==> src/rtl/coin_start_sequencer.sv <==
// Turns start-1P / start-2P / coin-only requests into timed coin and start pulse trains
// for the core. One start press inserts the credits that game needs before the start pulse.
module coin_start_sequencer #(
  parameter int PULSE_CYC    = 400000,
  parameter int GAP_CYC      = 400000,
  parameter int COOLDOWN_CYC = 800000
) (
  input  logic CLK_IN,
  input  logic I_RESET,
  input  logic I_START1,
  input  logic I_START2,
  input  logic I_COIN,
  output logic O_COIN,
  output logic O_START1,
  output logic O_START2,
  output logic O_BUSY
);

  localparam int MAX_PG = (PULSE_CYC > GAP_CYC) ? PULSE_CYC : GAP_CYC;
  localparam int MAX_P  = (MAX_PG > COOLDOWN_CYC) ? MAX_PG : COOLDOWN_CYC;
  localparam int CNT_W  = $clog2(MAX_P + 1);

  localparam logic [CNT_W-1:0] PULSE_LD = CNT_W'(PULSE_CYC - 1);
  localparam logic [CNT_W-1:0] GAP_LD   = CNT_W'(GAP_CYC - 1);
  localparam logic [CNT_W-1:0] COOL_LD  = CNT_W'(COOLDOWN_CYC - 1);
  localparam logic [CNT_W-1:0] CNT_ONE  = CNT_W'(1);

  typedef enum logic [2:0] {IDLE, COIN, GAP, START, COOL} state_t;
  typedef enum logic [1:0] {JOB_START1, JOB_START2, JOB_COIN} job_t;

  state_t           state_q, state_d;
  job_t             job_q, job_d;
  logic [CNT_W-1:0] cnt_q, cnt_d;
  logic [1:0]       coins_left_q, coins_left_d;
  // Bit order for request vectors: [0]=start1, [1]=start2, [2]=coin
  logic [2:0]       in_q, in_d;
  logic [2:0]       pend_q, pend_d;
  logic             coin_q, coin_d;
  logic             start1_q, start1_d;
  logic             start2_q, start2_d;
  logic             busy_q, busy_d;
  logic [2:0]       edge_now;

  always_comb begin
    in_d         = {I_COIN, I_START2, I_START1};
    edge_now     = in_d & ~in_q;
    state_d      = state_q;
    job_d        = job_q;
    cnt_d        = cnt_q;
    coins_left_d = coins_left_q;
    pend_d       = pend_q;

    case (state_q)
      IDLE: begin
        if (|pend_q) begin
          state_d = COIN;
          cnt_d   = PULSE_LD;
          if (pend_q[0]) begin
            job_d        = JOB_START1;
            coins_left_d = 2'd1;
            pend_d[0]    = 1'b0;
          end else if (pend_q[1]) begin
            job_d        = JOB_START2;
            coins_left_d = 2'd2;
            pend_d[1]    = 1'b0;
          end else begin
            job_d        = JOB_COIN;
            coins_left_d = 2'd1;
            pend_d[2]    = 1'b0;
          end
        end
      end
      COIN: begin
        if (cnt_q == '0) begin
          state_d      = GAP;
          cnt_d        = GAP_LD;
          coins_left_d = coins_left_q - 2'd1;
        end else begin
          cnt_d = cnt_q - CNT_ONE;
        end
      end
      GAP: begin
        if (cnt_q == '0) begin
          if (coins_left_q != 2'd0) begin
            state_d = COIN;
            cnt_d   = PULSE_LD;
          end else if (job_q == JOB_COIN) begin
            state_d = COOL;
            cnt_d   = COOL_LD;
          end else begin
            state_d = START;
            cnt_d   = PULSE_LD;
          end
        end else begin
          cnt_d = cnt_q - CNT_ONE;
        end
      end
      START: begin
        if (cnt_q == '0) begin
          state_d = COOL;
          cnt_d   = COOL_LD;
        end else begin
          cnt_d = cnt_q - CNT_ONE;
        end
      end
      COOL: begin
        if (cnt_q == '0) begin
          state_d = IDLE;
        end else begin
          cnt_d = cnt_q - CNT_ONE;
        end
      end
      default: begin
        state_d = IDLE;
        cnt_d   = '0;
      end
    endcase

    // A new press of the running job re-queues it; a press on an already-queued job is absorbed
    pend_d = pend_d | edge_now;

    coin_d   = (state_d == COIN);
    start1_d = (state_d == START) && (job_d == JOB_START1);
    start2_d = (state_d == START) && (job_d == JOB_START2);
    busy_d   = (state_d != IDLE);
  end

  always_ff @(posedge CLK_IN or posedge I_RESET) begin
    if (I_RESET) begin
      state_q      <= IDLE;
      job_q        <= JOB_START1;
      cnt_q        <= '0;
      coins_left_q <= 2'd0;
      in_q         <= 3'b000;
      pend_q       <= 3'b000;
      coin_q       <= 1'b0;
      start1_q     <= 1'b0;
      start2_q     <= 1'b0;
      busy_q       <= 1'b0;
    end else begin
      state_q      <= state_d;
      job_q        <= job_d;
      cnt_q        <= cnt_d;
      coins_left_q <= coins_left_d;
      in_q         <= in_d;
      pend_q       <= pend_d;
      coin_q       <= coin_d;
      start1_q     <= start1_d;
      start2_q     <= start2_d;
      busy_q       <= busy_d;
    end
  end

  assign O_COIN   = coin_q;
  assign O_START1 = start1_q;
  assign O_START2 = start2_q;
  assign O_BUSY   = busy_q;

endmodule

==> config.mk <==
export PLATFORM = sky130hd
export DESIGN_NAME = coin_start_sequencer
export DESIGN_NICKNAME = d
export VERILOG_FILES = /design/src/rtl/coin_start_sequencer.sv
export SDC_FILE = /design/constraint.sdc
export NUM_CORES = 1
export LEC_CHECK = 0
export BUFFER_PORTS_ARGS = -buffer_cell sky130_fd_sc_hd__buf_2
export CAP_MARGIN = 20
export CORE_MARGIN = 2
export CORE_UTILIZATION = 53
export CTS_CLUSTER_SIZE = 20
export DETAILED_ROUTE_END_ITERATION = 8
export PLACE_DENSITY_LB_ADDON = 0.2
export SYNTH_ARGS = -nofsm -noshare
export SYNTH_HDL_FRONTEND = slang
export SYNTH_SLANG_ARGS = --single-unit
==> constraint.sdc <==
create_clock -name CLK_IN -period 2.65 [get_ports CLK_IN]
set_input_delay 0.1325 -clock CLK_IN [delete_from_list [all_inputs] [get_ports CLK_IN]]
set_output_delay 0.1325 -clock CLK_IN [all_outputs]
set_load 0.01 [all_outputs]
=== Word level (Yosys, flattened, before mapping) ===
Cells that the tools add are included.

* Input port bits: 5
* Flip-flop bits (word level): 37
* Output and inout port bits: 4

* Bitwise operators: 3
* Muxes and demuxes: 29
* $add $sub $neg: 2
* Equality and inequality tests: 11
* Reductions and logical operators: 11

{| class="wikitable"
|+ Operators by type and width
! kind !! number
|-
| two-way mux 20 bit || 7
|-
| case mux 20 bit (5 select lines) || 1
|-
| two-way mux 3 bit || 9
|-
| zero test 20 bit || 1
|-
| subtractor 20 x 1 -> 20 bit (second input constant) || 1
|-
| two-way mux 2 bit || 9
|-
| case mux 3 bit (5 select lines) || 1
|-
| == test 3 x 2 -> 1 bit (second input constant) || 3
|-
| == test 3 x 1 -> 1 bit (second input constant) || 2
|-
| inequality test 2 bit (second input constant) || 3
|-
| case mux 2 bit (2 select lines) || 1
|-
| nonzero test 2 bit || 2
|-
| bitwise AND 3 bit || 1
|-
| == test 3 bit (second input constant) || 1
|-
| zero test 3 bit || 1
|-
| NOT 3 bit || 1
|-
| OR 3 bit || 1
|-
| AND reduction 3 bit || 1
|-
| nonzero test 3 bit || 1
|-
| OR reduction 3 bit || 1
|-
| == test 2 x 1 -> 1 bit (second input constant) || 1
|-
| == test 2 bit (second input constant) || 1
|-
| logical AND 1 bit || 2
|-
| zero test 2 bit || 1
|-
| 3 further kinds || 3
|}

=== Longest topological paths before layout ===
* Word-level depth: 7
* Mapped depth: 9
* Mapped depth without buffers: 8

=== Worst setup path before layout ===
Ideal clock, no wire load.

* Kind: reg2reg
* From: register cnt_q[0]
* To: register cnt_q[18]
* Arrival time: 1.946 ns
* Period minus slack after synthesis: 2.012 ns
* Path buffers: 0
* Slack: 0.638 ns
* Cell stages (with the launch flop): 9
* Path through: dfrtp_1 -> inv_1 -> ha_1 -> nor2b_1 -> nand3_1 -> or2_1 -> or3_1 -> a21oi_1 -> o211a_1

* Word-level cells in the longest chain between the ends: 3
* Elaborated cells between the ends (all ways): 9

{| class="wikitable"
|+ Ends and longest elaborated chain
! element !! line !! text
|-
| start, declared || 33 || <nowiki>logic [CNT_W-1:0] cnt_q, cnt_d;</nowiki>
|-
| start signal, assigned || 143 || <nowiki>cnt_q <= cnt_d;</nowiki>
|-
| subtractor 20 x 1 -> 20 bit / zero test 20 bit (equally long branches) || n/a ||
|-
| two-way mux 20 bit (tied with other cells) || 107 || <nowiki>if (cnt_q == '0) begin</nowiki>
|-
| case mux 20 bit (5 select lines) / AND reduction 2 bit (equally long branches) || n/a ||
|}

Parallel ways exist; a longest one is shown, timed or not. The select of a mux whose other input is x is not followed.
A chain may end at the register's enable or synchronous reset.

=== Worst setup path after layout ===
* From: register cnt_q[8]
* To: register cnt_q[6]

* Word-level cells in the longest chain between the ends: 3
* Elaborated cells between the ends (all ways): 7

{| class="wikitable"
|+ Ends and longest elaborated chain
! element !! line !! text
|-
| zero test 20 bit * || n/a ||
|-
| two-way mux 20 bit (tied with other cells) || 99 || <nowiki>if (cnt_q == '0) begin</nowiki>
|-
| case mux 20 bit (5 select lines) / AND reduction 2 bit (equally long branches) || n/a ||
|}

Mark *: on every way between the ends. The rest lies on a longest branch, timed or not.

==> results.json <==
{
  "layout.area.seq_um2": 926,
  "cts_post_setup_buffers_inserted": 0,
  "coreArea_um2": 3940,
  "avgRoutedWirePerCell_um": 15.5,
  "seq_power_share": 0.523,
  "route.detailed.drc": 0,
  "comb_power_share": 0.019,
  "detail_route.iter0.violations": 117,
  "timing.clock.skew_ns": 0.00545,
  "global_route_wire_length_before_repair_um": 7890,
  "layout-drive-gt1-share": 0.158,
  "pin_count_of_the_biggest_net_entering_global_routing": 23,
  "cts.htree.levels": 2,
  "synth_warnings": 0,
  "cp_data_arrival_time_ns": 2.42,
  "run_status": "complete, no violations",
  "area_of_the_multi_input_gates_um2": 1120,
  "asyncSetResetFlopFracSynth": 1.00,
  "slew-limit-headroom": 0.615,
  "antenna_found_initial": 0,
  "total_switching_power_w": 0.000229,
  "fin_cells": 303,
  "netSwitchingFraction": 0.212,
  "syn_area_per_cell_um2": 9.20,
  "initial_utilization": 0.544,
  "row_count": 23,
  "hold_slack_ns": 0.428,
  "max_freq_ghz": 0.457,
  "timing_worst_slew_pin_value_ns": 0.576,
  "edff_count_synth": 0,
  "most_used_flip_flop_cell_after_synthesis": "sky130_fd_sc_hd__dfrtp_1",
  "post-synth-top-area-cell": "sky130_fd_sc_hd__dfrtp_1",
  "setup.worst_path.start_class": "register",
  "place_hpwl_um": 3420,
  "final_antenna_net_count": 0,
  "max_cap_violations": 0,
  "via_count_of_the_first_global_routing_pass": 1583,
  "maxSlewViolCount": 0,
  "setup_repair_after_global_routing_missed_its_margin": "no",
  "power-per-cell-area_nw_per_um2": 448,
  "drt_first_pass_iters": 4,
  "wl_um": 4690,
  "totalNegativeSetupSlack_ns": 0,
  "post_synth_main_area_contributors": "sky130_fd_sc_hd__dfrtp_1, sky130_fd_sc_hd__o21ai_0, sky130_fd_sc_hd__a21oi_1",
  "final.fill_count": 323,
  "diodes_inserted": 0,
  "synth_seq_cells": 37,
  "timing.hold.worst.class": "input port to asynchronous set/reset pin",
  "p_int_w": 0.000855,
  "numClockSinks": 37,
  "timing.critical_path.required_ns": 2.88,
  "io_buffers": 8,
  "cts_tree": "done",
  "place_congestion": 0.880,
  "dieArea_um2": 4570,
  "num-nets-final": 260,
  "yosysUniqueCellTypes": 56,
  "final-hold-violation-count": 0,
  "timing.setup.critical_path_class": "register to register",
  "synth_cells": 233,
  "number_of_failing_setup_endpoints_in_the_final_timing_report": 0,
  "timing.critical_path.fanout_max": 9,
  "power.clock.fraction": 0.458,
  "synth_top_area_frac": 0.432,
  "vias_per_cell": 6.05,
  "clockBufferDepth": 2,
  "numCtsBuffers": 5,
  "syn_nets": 241,
  "chipHeight_um": 67.6,
  "irDropWorstVdd_mv": 0.350,
  "ctsRootBufferMaster": "sky130_fd_sc_hd__clkbuf_8",
  "leakage_power_nw": 1.03,
  "clk_pin_slew_worst_paths_ns": 0.08,
  "syn_area_um2": 2140,
  "final_min_period_ns": 2.19,
  "placed_cell_count": 291,
  "vias": 1833,
  "grt-ovfl-total": 0,
  "total_power_w": 0.00108,
  "setup_crit_end_kind": "register",
  "io_pins": 9,
  "flow.area_growth_from_synthesis_pct": 12.8,
  "timing.final.crit_share": 0.825,
  "seq_area_frac_synth": 0.432,
  "fp.dieW_um": 67.6,
  "groute.usage.overall": 0.234,
  "clkLatencyLatePin_ns": 0.30
}
-- cells in the mapped netlist (2+ instances only) --
cell type	count
sky130_fd_sc_hd__or2_2	2
sky130_fd_sc_hd__o211a_1	7
sky130_fd_sc_hd__and4_1	2
sky130_fd_sc_hd__nand3b_1	2
sky130_fd_sc_hd__nor3_1	11
sky130_fd_sc_hd__nand2_1	16
sky130_fd_sc_hd__nor2b_1	3
sky130_fd_sc_hd__o211ai_1	2
sky130_fd_sc_hd__or3_1	6
sky130_fd_sc_hd__or4_1	4
sky130_fd_sc_hd__a22o_1	2
sky130_fd_sc_hd__o21ai_1	3
sky130_fd_sc_hd__a21oi_1	18
sky130_fd_sc_hd__and3_1	2
sky130_fd_sc_hd__o31a_1	2
sky130_fd_sc_hd__dfrtp_1	37
sky130_fd_sc_hd__clkbuf_1	5
sky130_fd_sc_hd__ha_1	3
sky130_fd_sc_hd__a211o_1	2
sky130_fd_sc_hd__o31ai_1	3
sky130_fd_sc_hd__nor2_1	15
sky130_fd_sc_hd__nand2b_1	2
sky130_fd_sc_hd__a31o_2	2
sky130_fd_sc_hd__nand2_2	2
sky130_fd_sc_hd__mux2i_1	2
sky130_fd_sc_hd__a31oi_1	4
sky130_fd_sc_hd__o2111ai_1	2
sky130_fd_sc_hd__nand4_1	4
sky130_fd_sc_hd__a311oi_1	2
sky130_fd_sc_hd__nor4_1	3
sky130_fd_sc_hd__o22ai_1	2
sky130_fd_sc_hd__nand3_1	5
sky130_fd_sc_hd__o21ai_0	20
sky130_fd_sc_hd__inv_1	14
-- power by group through the flow --
stage / clock [W] / sequential (W) / combinational, W
floorplan: 0 / 0.000578 / 0.00000901
global placement: 0 / 0.000578 / 0.0000168
detailed placement: 0 / 0.000578 / 0.0000173
CTS: 0.000507 / 0.000567 / 0.0000220
global route: 0.000531 / 0.000567 / 0.0000247
finish: 0.000497 / 0.000567 / 0.0000206
-- path summary, 6_finish.rpt --
path / depth (start not counted) / slack [ns] / from / to
worst min register to register: 1 / 0.43 / in_q[0] / pend_q[0]
worst max-delay path: 7 / 0.46 / cnt_q[8] / cnt_q[6]
min in group CLK_IN: 1 / 0.43 / in_q[0] / pend_q[0]
worst max register to register: 7 / 0.46 / cnt_q[8] / cnt_q[6]
worst min-delay path: 3 / 0.43 / I_RESET / state_q[1]
max in group asynchronous: 4 / 1.50 / I_RESET / cnt_q[9]
-- sequential cells by signal (all words and copies together) (netlist names), 2 cells and up --
| name | count |
|---|---|
| coins_left_q | 2 |
| cnt_q | 20 |
| in_q | 3 |
| state_q | 3 |
| job_q | 2 |
| pend_q | 3 |
-- critical path: stages, from the launching register on --
cell and delay [ns]:
sky130_fd_sc_hd__dfrtp_1 0.49, sky130_fd_sc_hd__nor4_4 0.41, sky130_fd_sc_hd__nand2_2 0.19, sky130_fd_sc_hd__o31ai_4 0.43, sky130_fd_sc_hd__buf_4 0.24, sky130_fd_sc_hd__nor2_1 0.05, sky130_fd_sc_hd__o21ai_0 0.15, sky130_fd_sc_hd__o211a_1 0.16
-- logic make-up after synthesis --
family / after synthesis / synth area share
buf+inv: 22 / 0.0443
simple gates: 92 / 0.253
mux: 3 / 0.0146
fa+ha+maj: 3 / 0.0175
flops: 37 / 0.432
compound gates: 76 / 0.239
-- area by class of cell --
cell class | instances | share of cell area
Multi-Input combinational cell | 174 | 0.464
Sequential cell | 37 | 0.383
Timing Repair Buffer | 20 | 0.0579
Clock buffer | 5 | 0.0284
Tap cell | 50 | 0.0259
Inverter | 14 | 0.0217
Clock inverter | 3 | 0.0191
-- per-layer routing --
| layer | wire length (um) | global-route usage | vias to the layer above |
|---|---|---|---|
| li1 | - | - | 913 |
| met3 | 256 | 0.0533 | 7 |
| met1 | 2280 | 0.359 | 863 |
| met5 | 0 | 0 | - |
| met4 | 68 | 0.0791 | 0 |
| met2 | 2090 | 0.320 | 50 |
-- through the flow --
stage               utilization  area, um^2  setup WS (ns)
finish                    0.614        2420          0.464
detailed placement        0.574        2260          0.483
CTS                       0.614        2420          0.461
floorplan                     -        2140          0.638
global placement          0.574        2260          0.496
global route              0.614        2420          0.271
-- cell usage in the layout (no fill, tap or decap), types with 3 or more instances in the layout --
master	synthesis	routed
sky130_fd_sc_hd__buf_2	1	8
sky130_fd_sc_hd__o21ai_1	3	3
sky130_fd_sc_hd__o21ai_0	20	20
sky130_fd_sc_hd__ha_1	3	3
sky130_fd_sc_hd__a21oi_1	18	18
sky130_fd_sc_hd__dfrtp_1	37	37
sky130_fd_sc_hd__o31ai_1	3	3
sky130_fd_sc_hd__or3_1	6	6
sky130_fd_sc_hd__buf_4	1	8
sky130_fd_sc_hd__nand3_1	5	5
sky130_fd_sc_hd__clkbuf_8	0	5
sky130_fd_sc_hd__nor2_1	15	15
sky130_fd_sc_hd__inv_1	14	14
sky130_fd_sc_hd__nor3_1	11	11
sky130_fd_sc_hd__or4_1	4	4
sky130_fd_sc_hd__nand2_1	16	16
sky130_fd_sc_hd__nor4_1	3	3
sky130_fd_sc_hd__nor2b_1	3	3
sky130_fd_sc_hd__dlygate4sd3_1	0	4
sky130_fd_sc_hd__a31oi_1	4	4
sky130_fd_sc_hd__nand4_1	4	4
sky130_fd_sc_hd__o211a_1	7	7
-- what timing repair did --
item	4_1_cts	5_1_grt
hold endpoints to repair	18	0
hold buffers	4	0
resized for setup	0	0
(Power assumes the default switching activity.)
